--- src/rtl/cpu_types_pkg.sv ---
// rtl/cpu_types_pkg.sv - shared types, encodings and RV32I opcodes for the multicycle controller
package cpu_types_pkg;

    typedef logic [31:0] word_t;

    typedef enum logic [2:0] {
        ST_FETCH   = 3'd0,
        ST_DECODE  = 3'd1,
        ST_EXEC    = 3'd2,
        ST_MEM     = 3'd3,
        ST_WB      = 3'd4,
        ST_HALTED  = 3'd5
    } mc_state_t;

    typedef enum logic [2:0] {
        IMM_R = 3'd0,
        IMM_I = 3'd1,
        IMM_S = 3'd2,
        IMM_B = 3'd3,
        IMM_U = 3'd4,
        IMM_J = 3'd5
    } imm_type_t;

    typedef enum logic [3:0] {
        CLS_R       = 4'd0,
        CLS_IALU    = 4'd1,
        CLS_LOAD    = 4'd2,
        CLS_STORE   = 4'd3,
        CLS_BRANCH  = 4'd4,
        CLS_LUI     = 4'd5,
        CLS_AUIPC   = 4'd6,
        CLS_JAL     = 4'd7,
        CLS_JALR    = 4'd8,
        CLS_ILLEGAL = 4'd9
    } inst_class_t;

    localparam logic [1:0] PC_SEL_PLUS4  = 2'd0;
    localparam logic [1:0] PC_SEL_PC_IMM = 2'd1;
    localparam logic [1:0] PC_SEL_RS1    = 2'd2;

    localparam logic [6:0] OP_OP     = 7'b0110011;
    localparam logic [6:0] OP_OP_IMM = 7'b0010011;
    localparam logic [6:0] OP_LOAD   = 7'b0000011;
    localparam logic [6:0] OP_STORE  = 7'b0100011;
    localparam logic [6:0] OP_BRANCH = 7'b1100011;
    localparam logic [6:0] OP_LUI    = 7'b0110111;
    localparam logic [6:0] OP_AUIPC  = 7'b0010111;
    localparam logic [6:0] OP_JAL    = 7'b1101111;
    localparam logic [6:0] OP_JALR   = 7'b1100111;

endpackage

--- src/rtl/multicycle_ctrl_if.sv ---
// rtl/multicycle_ctrl_if.sv - instruction/data memory handshake bundle
interface multicycle_ctrl_if;
    import cpu_types_pkg::*;

    logic  ihit;
    logic  dhit;
    word_t inst;
    logic  iREN;
    logic  dREN;
    logic  dWEN;

    modport master (input ihit, input dhit, input inst, output iREN, output dREN, output dWEN);
    modport slave  (output ihit, output dhit, output inst, input iREN, input dREN, input dWEN);

endinterface

--- src/rtl/mc_decode.sv ---
// rtl/mc_decode.sv - opcode classification and immediate format selection
module mc_decode
    import cpu_types_pkg::*;
(
    input  logic [6:0]  i_opcode,
    output inst_class_t o_class,
    output imm_type_t   o_imm_type
);

    // Map the major opcode to an instruction class and immediate format
    always_comb begin
        o_class    = CLS_ILLEGAL;
        o_imm_type = IMM_R;
        case (i_opcode)
            OP_OP:     begin o_class = CLS_R;      o_imm_type = IMM_R; end
            OP_OP_IMM: begin o_class = CLS_IALU;   o_imm_type = IMM_I; end
            OP_LOAD:   begin o_class = CLS_LOAD;   o_imm_type = IMM_I; end
            OP_STORE:  begin o_class = CLS_STORE;  o_imm_type = IMM_S; end
            OP_BRANCH: begin o_class = CLS_BRANCH; o_imm_type = IMM_B; end
            OP_LUI:    begin o_class = CLS_LUI;    o_imm_type = IMM_U; end
            OP_AUIPC:  begin o_class = CLS_AUIPC;  o_imm_type = IMM_U; end
            OP_JAL:    begin o_class = CLS_JAL;    o_imm_type = IMM_J; end
            OP_JALR:   begin o_class = CLS_JALR;   o_imm_type = IMM_I; end
            default:   ;
        endcase
    end

endmodule

--- src/rtl/multicycle_ctrl.sv ---
// rtl/multicycle_ctrl.sv - multicycle RV32I control FSM; MC_PERF_CNT_EN adds cycle/instret counters
module multicycle_ctrl
    import cpu_types_pkg::*;
#(
    parameter word_t HALT_INST = 32'hFFFFFFFF
) (
    input  logic               CLK,
    input  logic               RST,
    multicycle_ctrl_if.master  bus,
    input  logic               branch_taken,
    output logic               ir_load,
    output logic               pc_en,
    output logic [1:0]         pc_sel,
    output logic               rf_wen,
    output logic               alu_src_imm,
    output imm_type_t          imm_type,
    output logic               halt,
    output logic               illegal
`ifdef MC_PERF_CNT_EN
    ,
    output word_t              cycle_cnt,
    output word_t              instret_cnt
`endif
);

    mc_state_t   r_state;
    mc_state_t   w_state_next;
    word_t       r_ir;
    inst_class_t w_class;
    imm_type_t   w_dec_imm;
    logic        w_uses_imm;

    logic        w_iren;
    logic        w_dren;
    logic        w_dwen;
    logic        w_ir_load;
    logic        w_pc_en;
    logic [1:0]  w_pc_sel;
    logic        w_rf_wen;
    logic        w_alu_src_imm;
    imm_type_t   w_imm_type;
    logic        w_halt;
    logic        w_illegal;

    mc_decode u_decode (
        .i_opcode   (r_ir[6:0]),
        .o_class    (w_class),
        .o_imm_type (w_dec_imm)
    );

    // R-type and branches compare/combine two registers; everything else takes the immediate
    assign w_uses_imm = (w_class != CLS_R) && (w_class != CLS_BRANCH);

    // State register; reset abandons any in-flight access and restarts at FETCH
    always_ff @(posedge CLK or posedge RST) begin
        if (RST) begin
            r_state <= ST_FETCH;
        end else begin
            r_state <= w_state_next;
        end
    end

    // Instruction register, captured only on the fetch handshake
    always_ff @(posedge CLK or posedge RST) begin
        if (RST) begin
            r_ir <= '0;
        end else if (w_ir_load) begin
            r_ir <= bus.inst;
        end
    end

    // Next-state and control decode from state and the latched instruction
    always_comb begin
        w_state_next  = r_state;
        w_iren        = 1'b0;
        w_dren        = 1'b0;
        w_dwen        = 1'b0;
        w_ir_load     = 1'b0;
        w_pc_en       = 1'b0;
        w_pc_sel      = PC_SEL_PLUS4;
        w_rf_wen      = 1'b0;
        w_alu_src_imm = 1'b0;
        w_imm_type    = IMM_R;
        w_halt        = 1'b0;
        w_illegal     = 1'b0;
        case (r_state)
            ST_FETCH: begin
                w_iren = 1'b1;
                if (bus.ihit) begin
                    w_ir_load    = 1'b1;
                    w_state_next = ST_DECODE;
                end
            end
            ST_DECODE: begin
                w_imm_type   = w_dec_imm;
                w_state_next = (r_ir == HALT_INST) ? ST_HALTED : ST_EXEC;
            end
            ST_EXEC: begin
                w_imm_type    = w_dec_imm;
                w_alu_src_imm = w_uses_imm;
                case (w_class)
                    CLS_BRANCH: begin
                        w_pc_en      = 1'b1;
                        w_pc_sel     = branch_taken ? PC_SEL_PC_IMM : PC_SEL_PLUS4;
                        w_state_next = ST_FETCH;
                    end
                    CLS_LOAD, CLS_STORE: begin
                        w_state_next = ST_MEM;
                    end
                    CLS_ILLEGAL: begin
                        w_illegal    = 1'b1;
                        w_pc_en      = 1'b1;
                        w_state_next = ST_FETCH;
                    end
                    default: begin
                        w_state_next = ST_WB;
                    end
                endcase
            end
            ST_MEM: begin
                w_imm_type    = w_dec_imm;
                w_alu_src_imm = w_uses_imm;
                w_dren        = (w_class == CLS_LOAD);
                w_dwen        = (w_class == CLS_STORE);
                if (bus.dhit) begin
                    if (w_class == CLS_LOAD) begin
                        w_state_next = ST_WB;
                    end else begin
                        w_pc_en      = 1'b1;
                        w_state_next = ST_FETCH;
                    end
                end
            end
            ST_WB: begin
                w_imm_type    = w_dec_imm;
                w_alu_src_imm = w_uses_imm;
                w_rf_wen      = 1'b1;
                w_pc_en       = 1'b1;
                if (w_class == CLS_JAL) begin
                    w_pc_sel = PC_SEL_PC_IMM;
                end else if (w_class == CLS_JALR) begin
                    w_pc_sel = PC_SEL_RS1;
                end
                w_state_next = ST_FETCH;
            end
            ST_HALTED: begin
                w_halt = 1'b1;
            end
            default: begin
                w_state_next = ST_FETCH;
            end
        endcase
    end

    // Fetch-side strobes stay quiet while reset is held even though the state already reads FETCH
    assign bus.iREN    = w_iren & ~RST;
    assign ir_load     = w_ir_load & ~RST;
    assign bus.dREN    = w_dren;
    assign bus.dWEN    = w_dwen;
    assign pc_en       = w_pc_en;
    assign pc_sel      = w_pc_sel;
    assign rf_wen      = w_rf_wen;
    assign alu_src_imm = w_alu_src_imm;
    assign imm_type    = w_imm_type;
    assign halt        = w_halt;
    assign illegal     = w_illegal;

`ifdef MC_PERF_CNT_EN
    word_t r_cycle_cnt;
    word_t r_instret_cnt;

    // Free-running cycle count (frozen once halted) and retired-instruction count
    always_ff @(posedge CLK or posedge RST) begin
        if (RST) begin
            r_cycle_cnt   <= '0;
            r_instret_cnt <= '0;
        end else begin
            if (r_state != ST_HALTED) begin
                r_cycle_cnt <= r_cycle_cnt + 32'd1;
            end
            if (w_pc_en) begin
                r_instret_cnt <= r_instret_cnt + 32'd1;
            end
        end
    end

    assign cycle_cnt   = r_cycle_cnt;
    assign instret_cnt = r_instret_cnt;
`endif

endmodule

--- src/flat_wrapper.sv ---
// flat-port wrapper written by rule: the top's interface ports become plain ports
module multicycle_ctrl_flat import cpu_types_pkg::*;
#(
    parameter word_t HALT_INST = 32'hFFFFFFFF
)
  (CLK, RST, branch_taken, ir_load, pc_en, pc_sel, rf_wen, alu_src_imm, imm_type, halt, illegal, bus_ihit, bus_dhit, bus_inst, bus_iREN, bus_dREN, bus_dWEN);
  multicycle_ctrl_if bus_i ();
  input  logic CLK;
  input  logic RST;
  input  logic branch_taken;
  output logic ir_load;
  output logic pc_en;
  output logic [1:0] pc_sel;
  output logic rf_wen;
  output logic alu_src_imm;
  output imm_type_t imm_type;
  output logic halt;
  output logic illegal;
  input wire logic [$bits(bus_i.ihit)-1:0] bus_ihit;
  input wire logic [$bits(bus_i.dhit)-1:0] bus_dhit;
  input wire logic [$bits(bus_i.inst)-1:0] bus_inst;
  output wire logic [$bits(bus_i.iREN)-1:0] bus_iREN;
  output wire logic [$bits(bus_i.dREN)-1:0] bus_dREN;
  output wire logic [$bits(bus_i.dWEN)-1:0] bus_dWEN;
  assign bus_i.ihit = bus_ihit;
  assign bus_i.dhit = bus_dhit;
  assign bus_i.inst = bus_inst;
  assign bus_iREN = bus_i.iREN;
  assign bus_dREN = bus_i.dREN;
  assign bus_dWEN = bus_i.dWEN;
  multicycle_ctrl #(.HALT_INST(HALT_INST)) u_core (.CLK(CLK), .RST(RST), .bus(bus_i), .branch_taken(branch_taken), .ir_load(ir_load), .pc_en(pc_en), .pc_sel(pc_sel), .rf_wen(rf_wen), .alu_src_imm(alu_src_imm), .imm_type(imm_type), .halt(halt), .illegal(illegal));
endmodule
--- config.mk ---
export PLATFORM = sky130hd
export DESIGN_NAME = multicycle_ctrl_flat
export DESIGN_NICKNAME = d
export VERILOG_FILES = /design/src/rtl/cpu_types_pkg.sv /design/src/rtl/multicycle_ctrl_if.sv /design/src/rtl/mc_decode.sv /design/src/rtl/multicycle_ctrl.sv /design/src/flat_wrapper.sv
export SDC_FILE = /design/constraint.sdc
export NUM_CORES = 1
export LEC_CHECK = 0
export ABC_AREA = 0
export CAP_MARGIN = 20
export CELL_PAD_IN_SITES_DETAIL_PLACEMENT = 1
export CELL_PAD_IN_SITES_GLOBAL_PLACEMENT = 1
export CORE_UTILIZATION = 30
export DETAILED_ROUTE_END_ITERATION = 8
export PLACE_DENSITY_LB_ADDON = 0.1
export SETUP_SLACK_MARGIN = 0.4
export SLEW_MARGIN = 20
export SYNTH_ARGS = -nofsm -noshare
export SYNTH_HDL_FRONTEND = slang
export SYNTH_HIERARCHICAL = 1
export SYNTH_SLANG_ARGS = --single-unit
--- constraint.sdc ---
create_clock -name CLK -period 2.96 [get_ports CLK]
set_input_delay 0.444 -clock CLK [delete_from_list [all_inputs] [get_ports CLK]]
set_output_delay 0.444 -clock CLK [all_outputs]
set_load 0.01 [all_outputs]
==> results of run 1 <==
timing repair:
item,in CTS,in global routing
hold buffers,0,0
buffers inserted,13,4
setup endpoints to repair,9,9
resized for setup,45,17
pin swaps,6,5
endpoints found under the hold margin,0,0
cell usage after synthesis, types with 2 or more instances:
master / count / area share
sky130_fd_sc_hd__dfrtp_1: 35 / 0.47
sky130_fd_sc_hd__and2_1: 4 / 0.013
sky130_fd_sc_hd__nor3b_1: 2 / 0.0081
sky130_fd_sc_hd__nand2_1: 105 / 0.21
sky130_fd_sc_hd__xnor2_1: 2 / 0.0094
sky130_fd_sc_hd__nor3_1: 6 / 0.016
sky130_fd_sc_hd__nand4_1: 11 / 0.037
sky130_fd_sc_hd__nor4_1: 5 / 0.017
sky130_fd_sc_hd__nand2b_1: 3 / 0.010
sky130_fd_sc_hd__nor2_1: 10 / 0.020
sky130_fd_sc_hd__clkbuf_1: 7 / 0.014
sky130_fd_sc_hd__o21ai_0: 2 / 0.0054
sky130_fd_sc_hd__a21oi_1: 4 / 0.011
sky130_fd_sc_hd__o31ai_1: 2 / 0.0081
sky130_fd_sc_hd__nand3_1: 4 / 0.011
sky130_fd_sc_hd__buf_6: 2 / 0.012
sky130_fd_sc_hd__inv_1: 6 / 0.012
sky130_fd_sc_hd__or2b_2: 2 / 0.0094
power by group through the flow:
stage          Combinational (mW)  Sequential, mW  Clock (mW)
2_1_floorplan               0.634           0.836           0
3_3_place_gp                0.901           0.891           0
3_5_place_dp                0.919           0.899           0
4_1_cts                      1.07           0.889       0.455
5_1_grt                      1.31           0.936       0.470
6_report                     1.19           0.900       0.438
per-layer routing:
layer / up-vias / GRT usage / share of wire
li1: 924 / - / -
met1: 875 / 0.232 / 0.44
met2: 37 / 0.306 / 0.51
met3: 12 / 0.0352 / 0.034
met4: 0 / 0.0839 / 0.023
met5: - / 0 / 0
cells by family (layout without fill, tap and decap cells):
| logic type | Yosys count | count (layout) | share of synthesized area |
|---|---|---|---|
| XOR/XNOR | 2 | 2 | 0.00944 |
| flip-flops | 35 | 35 | 0.472 |
| AND/OR/NAND/NOR | 162 | 162 | 0.398 |
| buffers and inverters | 18 | 94 | 0.0560 |
| AO/OA/AOI/OAI | 17 | 17 | 0.0647 |
worst max-delay path, stage by stage, from the launching register on:
cell and delay, ns:
sky130_fd_sc_hd__dfrtp_1 0.43, sky130_fd_sc_hd__or3_4 0.39, sky130_fd_sc_hd__a211o_1 0.31, sky130_fd_sc_hd__o31ai_4 0.08, sky130_fd_sc_hd__or3b_4 0.43, sky130_fd_sc_hd__buf_6 0.14
sky130_fd_sc_hd__nor4_4 0.12, sky130_fd_sc_hd__buf_2 0.17
flip-flops by register name, summed over array words and instances, names as in the netlist:
name,flops
u_core/r_state,3
u_core/r_ir,32
layout make-up:
cell class                 instances  share of cell area
clock buffer                       5              0.0240
clock inverter                     3              0.0153
inverter                           6             0.00784
multi-input combinational        181               0.363
sequential                        35               0.307
tap                               75              0.0327
timing repair buffer              80               0.250
metrics by stage:
stage / instance area [um^2] / instances
final: 2870 / 385
after floorplan: 1870 / 234
after global routing: 2870 / 385
after CTS: 2760 / 381
after detailed placement: 2480 / 360
after global placement: 2480 / 360
path summary, 6_finish.rpt:
check	start	end	slack, ns	depth (start not counted)
setup / recovery	u_core/r_ir[2]$_DFFE_PP0P_	bus_dREN	0.16	7
hold / removal	u_core/r_ir[22]$_DFFE_PP0P_	u_core/r_ir[22]$_DFFE_PP0P_	0.48	2
setup reg to reg	u_core/r_ir[2]$_DFFE_PP0P_	u_core/r_state[2]$_DFFE_PP0P_	0.25	8
hold reg to reg	u_core/r_ir[22]$_DFFE_PP0P_	u_core/r_ir[22]$_DFFE_PP0P_	0.48	2
max in group asynchronous	RST	u_core/r_ir[3]$_DFFE_PP0P_	1.99	3
min in group asynchronous	RST	u_core/r_state[0]$_DFFE_PP0P_	0.61	3
==> tab_implementation.tex, run 1 <==
\begin{tabular}{lr}
\hline
Metric & Value \\
\hline
\multicolumn{2}{l}{\textbf{Floorplanning}} \\
Cell row count & 28 \\
Placeable core area & 5960 um\^{}2 \\
Height of the chip & 80.6 um \\
Die Footprint & 6500 um\^{}2 \\
Ports & 51 \\
Initial standard-cell utilization of the core & 0.312 \\
Horizontal die dimension & 80.6 um \\
\multicolumn{2}{l}{\textbf{STA}} \\
Worst Hold Margin & 0.478 ns \\
Post-Route Setup TNS & 0 ns \\
Number of hold violations in the final report & 0 \\
Time the worst path needs with I/O delays and setup & 2.80 ns \\
Setup slack of the critical path after layout & 0.156 ns \\
Transition time of the tightest slew-check pin & 0.530 ns \\
Final setup violation count & 0 \\
Final worst clock skew & 0.00509 ns \\
Post-route clock period utilization & 0.947 \\
Maximum achievable frequency & 357 MHz \\
RSZ-0062 raised after global routing & yes \\
Final Max Tran Viols & 0 \\
Relative slew slack & 0.647 \\
\multicolumn{2}{l}{\textbf{Setup path}} \\
Max FO, Critical Path & 4 \\
Startpoint kind of the worst setup timing path & register \\
Classification of the worst setup path & reg -> out \\
Worst EP arrival & 2.36 ns \\
Endpoint class of the critical path & output port \\
CP Data Required Time & 2.52 ns \\
\multicolumn{2}{l}{\textbf{Clock network}} \\
Number of buffers added by the clock tree synthesis step & 5 \\
Clock Latency Late Sink & 0.30 ns \\
Number of levels the H-tree was split into & 2 \\
Count of clock tree sinks & 35 \\
CTS tree & yes \\
Clock-pin slew on the worst setup and hold paths & 0.07 ns \\
Maximum clock path buffer count & 2 \\
Master cell of the clock root buffer & sky130\_fd\_sc\_hd\_\_clkbuf\_8 \\
\multicolumn{2}{l}{\textbf{Final layout}} \\
Commonest non-fill, non-tap cells in the layout & 104 x sky130\_fd\_sc\_hd\_\_nand2\_1, 42 x sky130\_fd\_sc\_hd\_\_clkdlybuf4s50\_1, 31 x sky130\_fd\_sc\_hd\_\_dfrtp\_1, 26 x sky130\_fd\_sc\_hd\_\_buf\_4, 11 x sky130\_fd\_sc\_hd\_\_nand4\_1 \\
Most common cell after layout, fill and taps aside & sky130\_fd\_sc\_hd\_\_nand2\_1 \\
Fraction of final layout cells sized beyond drive strength 1 & 0.232 \\
Area grow syn2layout & 54.8\% \\
Final cell utilization of the core & 0.482 \\
Area occupied by registers & 881 um\^{}2 \\
Final Net Count & 346 \\
Combined area of the multi-input logic cells & 1040 um\^{}2 \\
Count of filler cells inserted in the layout & 726 \\
Number of antenna cells inserted & 0 \\
\multicolumn{2}{l}{\textbf{Power and ir drop}} \\
Sw Ratio & 0.401 \\
Part of the total power dissipated in the clock network & 0.174 \\
Fraction of power consumed by sequential logic & 0.357 \\
Worst vdd rail ir drop & 375 uV \\
Power density normalized to cell area & 879 nW/um\^{}2 \\
Internal power & 1.51 mW \\
Total power of the final layout & 2.52 mW \\
Relative contribution of combinational cells to total power & 0.470 \\
Switching Power & 1.01 mW \\
Static leakage power & 1.35 nW \\
\multicolumn{2}{l}{\textbf{Synth}} \\
Total of flip-flops plus latches after synthesis & 35 \\
Post-synthesis net count & 271 \\
Synth warnings & 6 \\
Mapped Cells & 234 \\
Sequential-to-total area share from yosys stat & 0.472 \\
Main flop type after synthesis & sky130\_fd\_sc\_hd\_\_dfrtp\_1 \\
Number of enable flip-flop cells after synthesis & 0 \\
Post-synthesis instance area & 1860 um\^{}2 \\
Count of distinct cell types in the synthesized netlist & 40 \\
Average instance area after synthesis & 7.93 um\^{}2 \\
Async SR Flop Fraction & 1.00 \\
\multicolumn{2}{l}{\textbf{Detailed routing}} \\
Average wire per cell in the routed design & 14.5 um \\
Final ANT Viol Nets & 0 \\
First-iteration detailed-routing DRC count & 39 \\
DR DRC count & 0 \\
Total detailed-routing wirelength & 5600 um \\
Mean number of vias per cell & 4.80 \\
Vias & 1848 \\
TritonRoute pass-1 iters & 4 \\
\multicolumn{2}{l}{\textbf{Global route}} \\
First-pass GRT wire length & 9050 um \\
GRT overflow & 0 \\
Number of global-route vias before repair & 1875 \\
Total routing usage reported by global routing & 0.185 \\
Antenna violations before repair & 0 \\
Largest net degree at the start of global routing & 36 \\
\multicolumn{2}{l}{\textbf{Placement}} \\
Estimated wirelength of the detail-placed design & 3620 um \\
Minimum setup slack after placement & 0.0198 ns \\
Weighted congestion reported at the end of routability-driven placement & 0.858 \\
Buffers added on ports & 50 \\
\multicolumn{2}{l}{\textbf{Hold path}} \\
Path class of the lowest-slack min-delay path & reg -> reg \\
\multicolumn{2}{l}{\textbf{Job}} \\
Number of violations of the max-capacitance limit & 0 \\
\multicolumn{2}{l}{\textbf{Status}} \\
Result of the run & finished, final reports clean \\
\hline
\end{tabular}
No activity file was read; power rests on OpenSTA's default activity.
==> inputs of run 2 (changes only) <==
CELL_PAD_IN_SITES_DETAIL_PLACEMENT = not set   (was 1)
CELL_PAD_IN_SITES_GLOBAL_PLACEMENT = not set   (was 1)
PLACE_DENSITY = 0.55   (was not set)
PLACE_DENSITY_LB_ADDON = not set   (was 0.1)
==> tab_implementation.tex, run 2 (synthesized netlist as in run 1, its figures left out) <==
\begin{tabular}{lr}
\hline
Metric & Value \\
\hline
\multicolumn{2}{l}{\textbf{Final layout}} \\
Number of flip-flops in the largest register & 32 (unchanged) \\
Area grow syn2layout & 48.4\% (was 54.8\%) \\
Most common cell after layout, fill and taps aside & sky130\_fd\_sc\_hd\_\_nand2\_1 (unchanged) \\
Top register by number of flip-flops & u\_core/r\_ir (unchanged) \\
Final Net Count & 342 (was 346) \\
Number of antenna cells inserted & 0 (unchanged) \\
Fraction of final layout cells sized beyond drive strength 1 & 0.203 (was 0.232) \\
Largest registers & u\_core/r\_ir x32, u\_core/r\_state x3 (unchanged) \\
Final cell utilization of the core & 0.462 (was 0.482) \\
Count of filler cells inserted in the layout & 622 (was 726) \\
Commonest non-fill, non-tap cells in the layout & 105 x sky130\_fd\_sc\_hd\_\_nand2\_1, 43 x sky130\_fd\_sc\_hd\_\_clkdlybuf4s50\_1, 32 x sky130\_fd\_sc\_hd\_\_dfrtp\_1, 23 x sky130\_fd\_sc\_hd\_\_buf\_4, 11 x sky130\_fd\_sc\_hd\_\_nand4\_1 (was 104 x sky130\_fd\_sc\_hd\_\_nand2\_1, 42 x sky130\_fd\_sc\_hd\_\_clkdlybuf4s50\_1, 31 x sky130\_fd\_sc\_hd\_\_dfrtp\_1, 26 x sky130\_fd\_sc\_hd\_\_buf\_4, 11 x sky130\_fd\_sc\_hd\_\_nand4\_1) \\
Final cell count without fillers & 381 (was 385) \\
\multicolumn{2}{l}{\textbf{Clock network}} \\
Number of levels the H-tree was split into & 2 (unchanged) \\
Number of hold-repair buffers added at the cts stage & 0 (unchanged) \\
Clock Latency Late Sink & 0.28 ns (was 0.30 ns) \\
Maximum clock path buffer count & 2 (unchanged) \\
Count of clock tree sinks & 35 (unchanged) \\
Number of buffers added by the clock tree synthesis step & 5 (unchanged) \\
Clock-pin slew on the worst setup and hold paths & 0.07 ns (about the same) \\
Master cell of the clock root buffer & sky130\_fd\_sc\_hd\_\_clkbuf\_8 (unchanged) \\
CTS tree & yes (unchanged) \\
\multicolumn{2}{l}{\textbf{Global route}} \\
Total routing usage reported by global routing & 0.165 (was 0.185) \\
Largest net degree at the start of global routing & 36 (unchanged) \\
First-pass GRT wire length & 8310 um (was 9050 um) \\
GRT overflow & 0 (unchanged) \\
Antenna violations before repair & 0 (unchanged) \\
Number of global-route vias before repair & 1861 (was 1875) \\
\multicolumn{2}{l}{\textbf{STA}} \\
Time the worst path needs with I/O delays and setup & 2.71 ns (was 2.80 ns) \\
RSZ-0062 raised after global routing & yes (unchanged) \\
Number of hold violations in the final report & 0 (unchanged) \\
Transition time of the tightest slew-check pin & 0.442 ns (was 0.530 ns) \\
Relative slew slack & 0.705 (was 0.647) \\
Post-route clock period utilization & 0.916 (was 0.947) \\
Final setup violation count & 0 (unchanged) \\
Maximum achievable frequency & 369 MHz (was 357 MHz) \\
Final Max Tran Viols & 0 (unchanged) \\
Final worst clock skew & 0.00208 ns (was 0.00509 ns) \\
\multicolumn{2}{l}{\textbf{Setup path}} \\
CP Data Required Time & 2.52 ns (about the same) \\
Startpoint kind of the worst setup timing path & register (unchanged) \\
Endpoint class of the critical path & output port (unchanged) \\
Classification of the worst setup path & reg -> out (unchanged) \\
Worst EP arrival & 2.27 ns (was 2.36 ns) \\
Max FO, Critical Path & 4 (unchanged) \\
\multicolumn{2}{l}{\textbf{Placement}} \\
Buffers added on ports & 50 (unchanged) \\
Total placed cells including tap cells & 362 (was 360) \\
Estimated wirelength of the detail-placed design & 3290 um (was 3620 um) \\
Weighted congestion reported at the end of routability-driven placement & 0.867 (was 0.858) \\
\multicolumn{2}{l}{\textbf{Floorplanning}} \\
Die Footprint & 6500 um\^{}2 (unchanged) \\
Height of the chip & 80.6 um (unchanged) \\
Initial standard-cell utilization of the core & 0.312 (unchanged) \\
Horizontal die dimension & 80.6 um (unchanged) \\
Cell row count & 28 (unchanged) \\
Placeable core area & 5960 um\^{}2 (unchanged) \\
Ports & 51 (unchanged) \\
\multicolumn{2}{l}{\textbf{Power and ir drop}} \\
Switching Power & 909 uW (was 1.01 mW) \\
Internal power & 1.38 mW (was 1.51 mW) \\
Relative contribution of combinational cells to total power & 0.468 (was 0.470) \\
Worst vdd rail ir drop & 375 uV (about the same) \\
Sw Ratio & 0.398 (was 0.401) \\
Fraction of power consumed by sequential logic & 0.390 (was 0.357) \\
Part of the total power dissipated in the clock network & 0.142 (was 0.174) \\
Power density normalized to cell area & 829 nW/um\^{}2 (was 879 nW/um\^{}2) \\
Static leakage power & 1.28 nW (was 1.35 nW) \\
\multicolumn{2}{l}{\textbf{Job}} \\
Number of violations of the max-capacitance limit & 0 (unchanged) \\
\multicolumn{2}{l}{\textbf{Detailed routing}} \\
Mean number of vias per cell & 4.71 (was 4.80) \\
TritonRoute pass-1 iters & 4 (unchanged) \\
Average wire per cell in the routed design & 12.5 um (was 14.5 um) \\
DR DRC count & 0 (unchanged) \\
Total detailed-routing wirelength & 4750 um (was 5600 um) \\
Vias & 1796 (was 1848) \\
First-iteration detailed-routing DRC count & 70 (was 39) \\
Final ANT Viol Nets & 0 (unchanged) \\
\multicolumn{2}{l}{\textbf{Status}} \\
Result of the run & finished, final reports clean (unchanged) \\
\multicolumn{2}{l}{\textbf{Hold path}} \\
Path class of the lowest-slack min-delay path & reg -> reg (unchanged) \\
\hline
\end{tabular}
[run 2: cell count changes in the layout (fill, tap and decap cells not counted), sizes merged]
cell | before | now
clkinv | 2 | 1
clkdlybuf4s50 | 42 | 43
clkbuf | 5 | 10
bufinv | 1 | 0
dlymetal6s2s | 1 | 0
buf | 35 | 29
dlygate4sd2 | 1 | 0
[run 2: what timing repair did]
item                                    4_1_cts  5_1_grt
setup buffers                                 6        5
resized for setup                            38       13
endpoints found under the setup margin        8        9
gates cloned                                  0        0
hold endpoints to repair                      0        0
pin swaps                                     6        3
[run 2: layout make-up]
| type | instances | area, um^2 | share of cell area |
|---|---|---|---|
| multi-input cells | 181 | 991 | 0.360 |
| flip-flops and latches | 35 | 880 | 0.319 |
| inverters | 6 | 25.0 | 0.00909 |
| well taps | 75 | 93.8 | 0.0341 |
| clock inverters | 1 | 5.00 | 0.00182 |
| repair buffers | 76 | 683 | 0.248 |
| clock buffers | 7 | 76.3 | 0.0277 |
[run 2: routing by layer]
| layer | part of all wire | track usage | wire, um |
|---|---|---|---|
| met1 | 0.46 | 0.210 | 2180 |
| met2 | 0.48 | 0.281 | 2280 |
| met3 | 0.043 | 0.0284 | 203 |
| met4 | 0.018 | 0.0589 | 85 |
| met5 | 0 | 0 | 0 |
[run 2: per-stage QoR]
stage          cell area, um^2  setup TNS [ns]  hold WS, ns  power (mW)  setup WS (ns)
6_report                  2750               0        0.475        2.28          0.248
5_1_grt                   2750               0        0.497        2.50          0.174
4_1_cts                   2690               0        0.480        2.23          0.165
3_5_place_dp              2500         -0.0106        0.463        1.81        -0.0106
3_3_place_gp              2500               0        0.459        1.80         0.0391
2_1_floorplan             1870               0        0.445        1.47          0.411
[run 2: final timing paths]
check,end,cells past startpoint,slack [ns],from
max,bus_dREN,6,0.25,u_core/r_ir[2]$_DFFE_PP0P_
min,u_core/r_ir[30]$_DFFE_PP0P_,2,0.47,u_core/r_ir[30]$_DFFE_PP0P_
max reg2reg,u_core/r_state[2]$_DFFE_PP0P_,7,0.35,u_core/r_ir[2]$_DFFE_PP0P_
min reg2reg,u_core/r_ir[30]$_DFFE_PP0P_,2,0.47,u_core/r_ir[30]$_DFFE_PP0P_
max in group asynchronous,u_core/r_ir[6]$_DFFE_PP0P_,3,1.99,RST
min in group asynchronous,u_core/r_ir[12]$_DFFE_PP0P_,3,0.62,RST
[run 2: worst max-delay path, cell delays in order (launching register included)]
cell,delay [ns]
sky130_fd_sc_hd__dfrtp_1,0.42
sky130_fd_sc_hd__or3_4,0.42
sky130_fd_sc_hd__a211o_1,0.30
sky130_fd_sc_hd__o31ai_4,0.07
sky130_fd_sc_hd__or3b_4,0.46
sky130_fd_sc_hd__nor4_4,0.15
sky130_fd_sc_hd__buf_2,0.17
[run 2: power groups by stage]
stage / Clock [mW] / Sequential (mW) / Combinational [mW]
floorplan: 0 / 0.836 / 0.634
global placement: 0 / 0.891 / 0.912
detailed placement: 0 / 0.895 / 0.914
CTS: 0.339 / 0.889 / 1.01
global route: 0.355 / 0.934 / 1.21
finish: 0.324 / 0.891 / 1.07
==> inputs of run 3 (changes only) <==
DONT_BUFFER_PORTS = 1   (was not set)
PLACE_DENSITY = 0.45   (was 0.55)
==> tab_implementation.tex, run 3 (synthesized netlist as in run 1, its figures left out) <==
\begin{tabular}{lr}
\hline
Metric & Value \\
\hline
\multicolumn{2}{l}{\textbf{Detailed routing}} \\
Mean number of vias per cell & 4.87 (was 4.71) \\
Final ANT Viol Nets & 0 (unchanged) \\
Average wire per cell in the routed design & 13.8 um (was 12.5 um) \\
DR DRC count & 0 (unchanged) \\
First-iteration detailed-routing DRC count & 81 (was 70) \\
Total detailed-routing wirelength & 4460 um (was 4750 um) \\
TritonRoute pass-1 iters & 4 (unchanged) \\
Vias & 1573 (was 1796) \\
\multicolumn{2}{l}{\textbf{Floorplanning}} \\
Ports & 51 (unchanged) \\
Height of the chip & 80.6 um (unchanged) \\
Cell row count & 28 (unchanged) \\
Die Footprint & 6500 um\^{}2 (unchanged) \\
Placeable core area & 5960 um\^{}2 (unchanged) \\
Initial standard-cell utilization of the core & 0.312 (unchanged) \\
Horizontal die dimension & 80.6 um (unchanged) \\
\multicolumn{2}{l}{\textbf{Final layout}} \\
Number of flip-flops in the largest register & 32 (unchanged) \\
Top register by number of flip-flops & u\_core/r\_ir (unchanged) \\
Final Net Count & 284 (was 342) \\
Commonest non-fill, non-tap cells in the layout & 105 x sky130\_fd\_sc\_hd\_\_nand2\_1, 31 x sky130\_fd\_sc\_hd\_\_dfrtp\_1, 18 x sky130\_fd\_sc\_hd\_\_buf\_4, 11 x sky130\_fd\_sc\_hd\_\_nand4\_1, 9 x sky130\_fd\_sc\_hd\_\_nor2\_1 (was 105 x sky130\_fd\_sc\_hd\_\_nand2\_1, 43 x sky130\_fd\_sc\_hd\_\_clkdlybuf4s50\_1, 32 x sky130\_fd\_sc\_hd\_\_dfrtp\_1, 23 x sky130\_fd\_sc\_hd\_\_buf\_4, 11 x sky130\_fd\_sc\_hd\_\_nand4\_1) \\
Fraction of final layout cells sized beyond drive strength 1 & 0.177 (was 0.203) \\
Area grow syn2layout & 17.3\% (was 48.4\%) \\
Number of antenna cells inserted & 0 (unchanged) \\
Largest registers & u\_core/r\_ir x32, u\_core/r\_state x3 (unchanged) \\
Final cell utilization of the core & 0.366 (was 0.462) \\
Most common cell after layout, fill and taps aside & sky130\_fd\_sc\_hd\_\_nand2\_1 (unchanged) \\
Final cell count without fillers & 323 (was 381) \\
\multicolumn{2}{l}{\textbf{Setup path}} \\
CP Data Required Time & 2.52 ns (about the same) \\
Slowest stage delay, CP & 0.45 ns (was 0.46 ns) \\
Classification of the worst setup path & reg -> out (unchanged) \\
Worst EP arrival & 2.26 ns (was 2.27 ns) \\
Max FO, Critical Path & 5 (was 4) \\
Startpoint kind of the worst setup timing path & register (unchanged) \\
Cell with the largest stage delay on the worst path & sky130\_fd\_sc\_hd\_\_or3b\_4 (unchanged) \\
Endpoint class of the critical path & output port (unchanged) \\
Worst-path cell chain & or3\_4 -> a211o\_1 -> o31ai\_4 -> or3b\_4 -> nor4\_2 -> buf\_4 (was or3\_4 -> a211o\_1 -> o31ai\_4 -> or3b\_4 -> nor4\_4 -> buf\_2) \\
\multicolumn{2}{l}{\textbf{Clock network}} \\
Maximum clock path buffer count & 2 (unchanged) \\
Master cell of the clock root buffer & sky130\_fd\_sc\_hd\_\_clkbuf\_8 (unchanged) \\
CTS tree & yes (unchanged) \\
Number of levels the H-tree was split into & 2 (unchanged) \\
Clock Latency Late Sink & 0.28 ns (about the same) \\
Number of hold-repair buffers added at the cts stage & 0 (unchanged) \\
Count of clock tree sinks & 35 (unchanged) \\
Number of buffers added by the clock tree synthesis step & 5 (unchanged) \\
Clock-pin slew on the worst setup and hold paths & 0.07 ns (about the same) \\
\multicolumn{2}{l}{\textbf{Hold path}} \\
Path class of the lowest-slack min-delay path & in -> async (was reg -> reg) \\
\multicolumn{2}{l}{\textbf{Global route}} \\
GRT overflow & 0 (unchanged) \\
Antenna violations before repair & 0 (unchanged) \\
Total routing usage reported by global routing & 0.147 (was 0.165) \\
First-pass GRT wire length & 7070 um (was 8310 um) \\
Number of global-route vias before repair & 1454 (was 1861) \\
Largest net degree at the start of global routing & 34 (was 36) \\
\multicolumn{2}{l}{\textbf{Power and ir drop}} \\
Worst vdd rail ir drop & 391 uV (was 375 uV) \\
Power density normalized to cell area & 986 nW/um\^{}2 (was 829 nW/um\^{}2) \\
Total power of the final layout & 2.15 mW (was 2.28 mW) \\
Static leakage power & 1.03 nW (was 1.28 nW) \\
\multicolumn{2}{l}{\textbf{Placement}} \\
Weighted congestion reported at the end of routability-driven placement & 0.767 (was 0.867) \\
Estimated wirelength of the detail-placed design & 3070 um (was 3290 um) \\
Total placed cells including tap cells & 304 (was 362) \\
Buffers added on ports & 0 (was 50) \\
\multicolumn{2}{l}{\textbf{STA}} \\
Final Max Tran Viols & 0 (unchanged) \\
RSZ-0062 raised after global routing & yes (unchanged) \\
Transition time of the tightest slew-check pin & 0.746 ns (was 0.442 ns) \\
Post-Route Setup TNS & 0 ns (unchanged) \\
Final setup violation count & 0 (unchanged) \\
Final worst clock skew & 0.00786 ns (was 0.00208 ns) \\
Number of hold violations in the final report & 0 (unchanged) \\
Worst Hold Margin & 0.176 ns (was 0.475 ns) \\
Maximum achievable frequency & 370 MHz (was 369 MHz) \\
Post-route clock period utilization & 0.914 (was 0.916) \\
Time the worst path needs with I/O delays and setup & 2.71 ns (about the same) \\
Relative slew slack & 0.502 (was 0.705) \\
\multicolumn{2}{l}{\textbf{Job}} \\
Number of violations of the max-capacitance limit & 0 (unchanged) \\
\multicolumn{2}{l}{\textbf{Status}} \\
Result of the run & finished, final reports clean (unchanged) \\
\hline
\end{tabular}
[run 3: changes by cell type in the layout (fill, tap and decap cells not counted), sizes merged]
cell	delta
clkdlybuf4s50	-43
clkdlybuf4s15	-1
bufinv	+1
buf	-11
clkbuf	-3
clkinv	-1
[run 3: worst max-delay path: cells and delay by family, from the launching register on]
kind	cells	cell delay [ns]
simple gates	3	1.00
compound gates	2	0.38
flops	1	0.44
buf+inv	1	0.16
[run 3: stage by stage]
step / cell area (um^2) / setup slack (ns)
2_1_floorplan: 1870 / 0.411
3_3_place_gp: 1940 / 0.341
3_5_place_dp: 1940 / 0.301
4_1_cts: 2100 / 0.283
5_1_grt: 2180 / 0.194
6_report: 2180 / 0.254
[run 3: power breakdown]
part | switching (mW) | internal, mW | total [mW]
clock | 0.164 | 0.252 | 0.416
sequential | 0.200 | 0.709 | 0.910
combinational | 0.482 | 0.339 | 0.822
total | 0.847 | 1.30 | 2.15
[run 3: what timing repair did]
action / in CTS / in global routing
pin swaps: 1 / 5
resized for setup: 8 / 8
setup buffers: 5 / 6
endpoints found under the setup margin: 5 / 7
[run 3: routing by layer]
layer / share of wire / global-route usage
met4: 0.015 / 0.0625
met1: 0.48 / 0.207
met3: 0.064 / 0.0443
met2: 0.44 / 0.205
met5: 0 / 0
[run 3: worst paths after layout]
kind,from,end,slack [ns],cells after the start
worst min register to register,u_core/r_ir[29]$_DFFE_PP0P_,u_core/r_ir[29]$_DFFE_PP0P_,0.48,2
worst max-delay path,u_core/r_ir[6]$_DFFE_PP0P_,bus_dREN,0.25,6
worst max register to register,u_core/r_ir[6]$_DFFE_PP0P_,u_core/r_state[2]$_DFFE_PP0P_,0.35,7
max in group asynchronous,RST,u_core/r_state[2]$_DFFE_PP0P_,2.08,2
min in group CLK,bus_inst[28],u_core/r_ir[28]$_DFFE_PP0P_,0.26,2
worst min-delay path,RST,u_core/r_ir[28]$_DFFE_PP0P_,0.18,1
[run 3: final cells by class]
type                       count  area (um^2)
fill                         633         3780
multi-input combinational    181          938
sequential                    35          881
timing repair buffer          18          135
tap                           75         93.8
clock buffer                   7         76.3
clock inverter                 1         30.0
inverter                       6         22.5
